[config.mk]
export PLATFORM = sky130hd
export DESIGN_NAME = fetch_queue
export DESIGN_NICKNAME = d
export VERILOG_FILES = /design/src/rtl/fetch_queue.sv
export SDC_FILE = /design/constraint.sdc
export NUM_CORES = 1
export LEC_CHECK = 0
export CELL_PAD_IN_SITES_DETAIL_PLACEMENT = 0
export CELL_PAD_IN_SITES_GLOBAL_PLACEMENT = 1
export CORE_MARGIN = 2
export CORE_UTILIZATION = 25
export DETAILED_ROUTE_END_ITERATION = 7
export PLACE_DENSITY = 0.53
export SYNTH_ARGS = -nofsm -noshare
export SYNTH_HDL_FRONTEND = slang
export SYNTH_SLANG_ARGS = --single-unit
[constraint.sdc]
create_clock -name clk -period 5 [get_ports clk]
set_input_delay 0.75 -clock clk [delete_from_list [all_inputs] [get_ports clk]]
set_output_delay 0.75 -clock clk [all_outputs]
set_load 0.02 [all_outputs]
[src/rtl/fetch_queue.sv]
// Fetch-to-decode decoupling FIFO.
// In-order bundles, bubble on empty, flush drops everything held.
module fetch_queue #(
  parameter int DEPTH      = 4,
  parameter int ADDR_WIDTH = 32,
  parameter int INSN_WIDTH = 32,
  parameter int BP_WIDTH   = 33
) (
  input  logic                         clk,
  input  logic                         rst,
  input  logic                         flush,
  input  logic                         enqValid,
  output logic                         enqReady,
  input  logic [ADDR_WIDTH-1:0]        enqPc,
  input  logic [INSN_WIDTH-1:0]        enqInsn,
  input  logic [BP_WIDTH-1:0]          enqBp,
  output logic                         deqValid,
  input  logic                         deqReady,
  output logic [ADDR_WIDTH-1:0]        deqPc,
  output logic [INSN_WIDTH-1:0]        deqInsn,
  output logic [BP_WIDTH-1:0]          deqBp,
  output logic [$clog2(DEPTH+1)-1:0]   count,
  output logic                         almostFull
);

  localparam int PW = $clog2(DEPTH);
  localparam int CW = $clog2(DEPTH+1);
  localparam logic [CW-1:0] FULL = CW'(DEPTH);
  localparam logic [CW-1:0] HIGH = CW'(DEPTH-1);

  logic [ADDR_WIDTH-1:0] pcmem   [DEPTH];
  logic [INSN_WIDTH-1:0] insnmem [DEPTH];
  logic [BP_WIDTH-1:0]   bpmem   [DEPTH];

  logic [PW-1:0] rptr;
  logic [PW-1:0] wptr;
  logic          enq;
  logic          deq;

  // Ready depends only on occupancy; no path from deqReady.
  assign enqReady   = (count != FULL);
  assign deqValid   = (count != '0);
  assign almostFull = (count >= HIGH);

  assign enq = enqValid && enqReady && !flush;
  assign deq = deqValid && deqReady && !flush;

  assign deqPc   = deqValid ? pcmem[rptr]   : '0;
  assign deqInsn = deqValid ? insnmem[rptr] : '0;
  assign deqBp   = deqValid ? bpmem[rptr]   : '0;

  always_ff @(posedge clk) begin
    if (enq) begin
      pcmem[wptr]   <= enqPc;
      insnmem[wptr] <= enqInsn;
      bpmem[wptr]   <= enqBp;
    end
  end

  always_ff @(posedge clk or negedge rst) begin
    if (!rst) begin
      rptr  <= '0;
      wptr  <= '0;
      count <= '0;
    end else if (flush) begin
      rptr  <= '0;
      wptr  <= '0;
      count <= '0;
    end else begin
      if (enq) wptr <= wptr + 1'b1;
      if (deq) rptr <= rptr + 1'b1;
      case ({enq, deq})
        2'b10:   count <= count + 1'b1;
        2'b01:   count <= count - 1'b1;
        default: count <= count;
      endcase
    end
  end

endmodule

Word level (Yosys, flattened, before mapping)
Memories as Yosys holds them, arrays and structs flattened.
Index checks and enable logic that the tools add are counted.
{"block": "word_totals", "ff_bits": 7, "ram_bits": 388, "inputBits": 102, "output_inout_bits": 103, "elab_cells": 34, "mem_count": 3}
{"memory": "bpmem", "words": 4, "width": 33, "read_ports": 1, "rd_clocked_by_memory_dff": 0, "wr": 1, "line": "33", "text": "logic [BP_WIDTH-1:0] bpmem [DEPTH];"}
{"memory": "insnmem", "words": 4, "width": 32, "read_ports": 1, "rd_clocked_by_memory_dff": 0, "wr": 1, "line": "32", "text": "logic [INSN_WIDTH-1:0] insnmem [DEPTH];"}
{"memory": "pcmem", "words": 4, "width": 32, "read_ports": 1, "rd_clocked_by_memory_dff": 0, "wr": 1, "line": "31", "text": "logic [ADDR_WIDTH-1:0] pcmem [DEPTH];"}
{"block": "classes", "add_sub_neg": 4, "order_cmp": 1, "n_eq_ne": 3, "mux": 11, "n_reduce_logical": 9}
{"op": "2-to-1 mux 32 bit", "n": 2}
{"op": "2-to-1 mux 33 bit", "n": 1}
{"op": "2-to-1 mux 2 bit", "n": 4}
{"op": "case mux 3 bit (2 select lines)", "n": 1}
{"op": "nonzero test 3 bit", "n": 2}
{"op": "adder 2 x 1 -> 2 bit (second input constant)", "n": 2}
{"op": "logical AND 1 bit", "n": 4}
{"op": "nonzero test 2 bit", "n": 2}
{"op": "adder 3 x 1 -> 3 bit (second input constant)", "n": 1}
{"op": "greater-or-equal comparator 3 x 2 -> 1 bit (second input constant)", "n": 1}
{"op": "2-to-1 mux 3 bit", "n": 1}
{"op": "inequality test 3 bit (second input constant)", "n": 1}
{"op": "subtractor 3 x 1 -> 3 bit (second input constant)", "n": 1}
{"op": "equality test 2 x 1 -> 1 bit (second input constant)", "n": 1}
{"op": "equality test 2 bit (second input constant)", "n": 1}
{"op": "2-to-1 mux 1 bit", "n": 2}
{"op": "logical NOT 1 bit", "n": 1}

Depth between registers and ports, before layout
{"block": "depth", "ltp_word": 6, "depth_mapped": 9, "ltp_nobuf": 8}

Least setup slack after synthesis
Ideal clock, no wire load.
{"block": "synth_path", "path_kind": "reg2reg", "start": "reg count[0]", "end": "mem bpmem[0][0] (enable)", "setup_ps": 467, "arrival_ps": 3508, "required_ps": 4533, "path_slack_ps": 1025, "stages_incl_launch_ff": 5, "path_buffers": 2, "period_less_slack_ps": 3975, "cell_sequence": "dfrtp_1 -> buf_2 -> or3b_1 -> clkbuf_1 -> and3_1"}
{"block": "synth_between", "elab_chain_len": 5}
{"item": "start: declaration", "line": "22", "text": "output logic [$clog2(DEPTH+1)-1:0] count,"}
{"item": "start signal: assignment", "line": "73", "text": "2'b10: count <= count + 1'b1;"}
{"item": "start signal: assignment", "line": "74", "text": "2'b01: count <= count - 1'b1;"}
{"item": "start signal: assignment", "line": "75", "text": "default: count <= count;"}
{"item": "inequality test 3 bit", "line": "41", "text": "assign enqReady = (count != FULL);"}
{"item": "via enqReady", "line": "13", "text": "output logic enqReady,"}
{"item": "logical AND 1 bit (2 in series)", "line": "45", "text": "assign enq = enqValid && enqReady && !flush;"}
{"item": "2-to-1 mux 1 bit", "line": "53", "text": "if (enq) begin"}
{"item": "2-to-1 mux 1 bit (implied by the code)", "line": "56", "text": "bpmem[wptr] <= enqBp;"}
{"item": "end: declaration", "line": "33"}
The timed path passes the listed nets, and every way through them passes these cells.

Worst setup path in the final report
{"block": "layout_path", "start": "reg count[0]", "end": "out deqInsn[8]"}
{"block": "layout_between", "elab_chain_len": 2}
{"item": "nonzero test 3 bit", "line": "42", "text": "assign deqValid = (count != '0);"}
{"item": "2-to-1 mux 32 bit", "line": "49", "text": "assign deqInsn = deqValid ? insnmem[rptr] : '0;"}
{"item": "end: declaration", "line": "20", "text": "output logic [INSN_WIDTH-1:0] deqInsn,"}
Every way passes these cells.

==> impl_metrics.py <==
metrics = {
    "critical_path": {
        "cp-start-kind": "flip-flop",
        "slowest_delay_ns": 0.61,
        "critPathArrivalTime_ns": 3.22,
        "cp.required_ns": 4.25,
        "slowest_stage": "clkinv_2",
        "critPathKind": "flip-flop to output port",
        "cp-end-kind": "output port",
        "r2r_end": "count[2]",
        "r2r_start": "count[0]",
        "crit_chain": "nor3_1 > clkinv_2 > buf_4 > and2_1 > clkdlybuf4s50_1",
        "r2r_cells": 8,
        "critPathMaxFanout": 46,
        "startpoint": "count[0]",
        "r2r_setup_slack_ns": 1.68,
        "cp-endpoint": "deqInsn[8]",
    },
    "yosys": {
        "synth.distinct_cells": 34,
        "synth_area_leader_cell": "edfxtp_1",
        "ys_seq_area_frac": 0.7797,
        "synth_nets": 787,
        "synth_edf_count": 388,
        "ys_ff_latch": 395,
        "synthTopCellsByArea": "edfxtp_1 77%, mux4_2 14%, and2_1 4.0%, dfrtp_1 1.2%, buf_2 0.46%",
        "syn_inst": 680,
        "async_reset_ff_frac": 0.01772,
        "synth_area_um2": 15170,
        "syn_avg_cell_area_um2": 22.31,
        "synth_warnings": 0,
        "synth_top_area_frac": 0.7681,
        "synth-main-ff-cell": "edfxtp_1",
    },
    "drt": {
        "wl_per_cell_um": 19.98,
        "avgViaCountPerCell": 4.221,
        "drtAntennaViolNets": 0,
        "wirelength_um": 34640,
        "drtPass1Iterations": 4,
        "drtIter0Drc": 362,
        "num_vias": 7320,
        "drc": 0,
    },
    "clocking": {
        "cts_root_buffer": "clkbuf_16",
        "post-cts-setup-buffers": 0,
        "holdBufCountCts": 0,
        "clk-insertion-delay-late_ns": 0.56,
        "cts_sinks": 395,
        "path_clk_slew_ns": 0.06,
        "cts_resized": 0,
        "clock_path_buffers": 3,
        "cts_buffers": 45,
        "cts_tree": "yes",
        "ctsHtreeMaxLevel": 2,
    },
    "job": {
        "maxCapViolations": 0,
    },
    "placement": {
        "place.gp.congestion": 0.6577,
        "hpwlAfterDp_um": 20470,
        "numPortBuffers": 204,
        "pre_cts_slack_ns": 1.429,
    },
    "floorplanning": {
        "core_area_um2": 60130,
        "start_util": 0.2522,
        "die_w_um": 250.3,
        "die_y_um": 250.3,
        "rows": 90,
        "die_area_um2": 62660,
        "ioPinCount": 205,
    },
    "sta": {
        "fin_tns_setup_ns": 0,
        "period_minus_slack_ns": 3.971,
        "fmax_mhz": 251.9,
        "final_hold_viol_count": 0,
        "worst_slew_pin_slew_ns": 0.8946,
        "rsz0062_at_grt": "false",
        "final_critical_path_setup_slack_ns": 1.029,
        "finClkSkew_ns": 0.01205,
        "final_max_slew_viol_count": 0,
        "fin_crit_sh": 0.7941,
        "relSlewSlack": 0.4036,
        "finalSetupViolCount": 0,
        "timing.hold.ws_ns": 0.4828,
    },
    "grt": {
        "antenna_found_initial": 3,
        "overflow": 0,
        "grt_pass1_wl_um": 51630,
        "grt_pass1_vias": 7969,
        "grt_max_degree": 51,
        "groute.usage.overall": 0.1111,
    },
    "cells_and_area": {
        "seq_area_um2": 11830,
        "multiInputGateArea_um2": 3157,
        "fin_util": 0.3290,
        "synthToLayoutAreaGrowth_pct": 30.42,
        "num-nets-final": 1022,
        "nFillCells": 5772,
        "drive_above_1_share": 0.1987,
    },
    "power": {
        "p_leak_nw": 6.158,
        "peakVddDrop_mv": 0.1985,
        "p_per_area_nw_per_um2": 475.9,
    },
    "worst_hold_path": {
        "hold_class": "input port to async pin",
    },
    "run_status": {
        "outcome": "completed",
    },
}
==> synth_stat cells, drive strengths merged, types with 2 or more instances <==
master and count:
inv 5, dfrtp 7, nor2 6, mux4 97, and3 4, nand2 6, a21o 2, xor2 3
nand3 3, a21oi 3, nor3 3, edfxtp 388, a2111oi 2, clkbuf 18, nor2b 2, ha 4
and2 97, buf 18
==> cells in the final DEF, fill, tap and decap left out, drive strengths merged, types with 2 or more instances in the layout <==
cell           Yosys  layout
and3               4       4
a2111oi            2       2
nor2               6       6
bufinv             0       7
clkbuf            18      57
nand3              3       3
dfrtp              7       7
a21o               2       2
nor3               3       3
ha                 4       4
a21oi              3       3
clkinv             0      13
mux4              97      97
and2              97      97
clkinvlp           0       5
nor2b              2       2
edfxtp           388     388
buf               18      20
nand2              6       6
inv                5       6
clkdlybuf4s50      0     204
xor2               3       3
==> sequential cells by signal, indices dropped and copies added (netlist names) <==
name and flops:
insnmem 128, count 3, rptr 2, pcmem 128
bpmem 132, wptr 2
==> routing by layer <==
layer | routed length [um] | GRT usage
met1 | 15090 | 0.1433
met2 | 16900 | 0.1813
met3 | 1894 | 0.03325
met4 | 729 | 0.03216
met5 | 23 | 0
==> worst min path at each step <==
stage / start / end / slack, ns / cells past startpoint
3_5_place_dp: wptr[1] / wptr[1] / 0.58 / 2
3_3_place_gp: wptr[1] / wptr[1] / 0.57 / 2
6_report: rst / count[1] / 0.48 / 1
5_1_grt: rst / wptr[0] / 0.47 / 1
2_1_floorplan: rst / count[0] / 0.45 / 0
4_1_cts: rst / rptr[1] / 0.44 / 1
==> worst max-delay path: cells and delay by family, from the launching register on <==
family / cells / cell delay (ns)
buf+inv: 3 / 1.62
flops: 1 / 0.51
simple gates: 2 / 0.51
==> cell type report <==
cell class              instances  area share
flip-flops and latches        395      0.5982
multi-input cells             244      0.1596
well taps                     782     0.04946
clock inverters                26     0.01720
diodes                          1   0.0001265
repair buffers                224      0.1152
clock buffers                  57     0.05920
inverters                       5    0.001012
==> cells by family after synthesis <==
family | synth area share
AOI/OAI and AO/OA | 0.005279
and+or+nand+nor | 0.04990
DFF | 0.7797
buffers and inverters | 0.01353
xor gates and xnor gates | 0.002310
adders and majority gates | 0.004620
muxes | 0.1447
==> stage by stage <==
step / instances / area (um^2) / total power, mW
final: 1734 / 19780 / 9.414
after global routing: 1733 / 19780 / 9.832
after CTS: 1733 / 19780 / 9.612
after detailed placement: 1650 / 18270 / 6.213
after global placement: 1650 / 18270 / 6.203
after floorplan: 680 / 15170 / 5.175
==> power by group <==
group | switching [mW] | internal (mW) | leakage (nW)
Clock | 1.31 | 2.03 | 0.716
Sequential | 0.113 | 3.79 | 3.61
Combinational | 1.06 | 1.10 | 1.83
Total | 2.49 | 6.92 | 6.16
No activity file was read; power rests on OpenSTA's default activity.
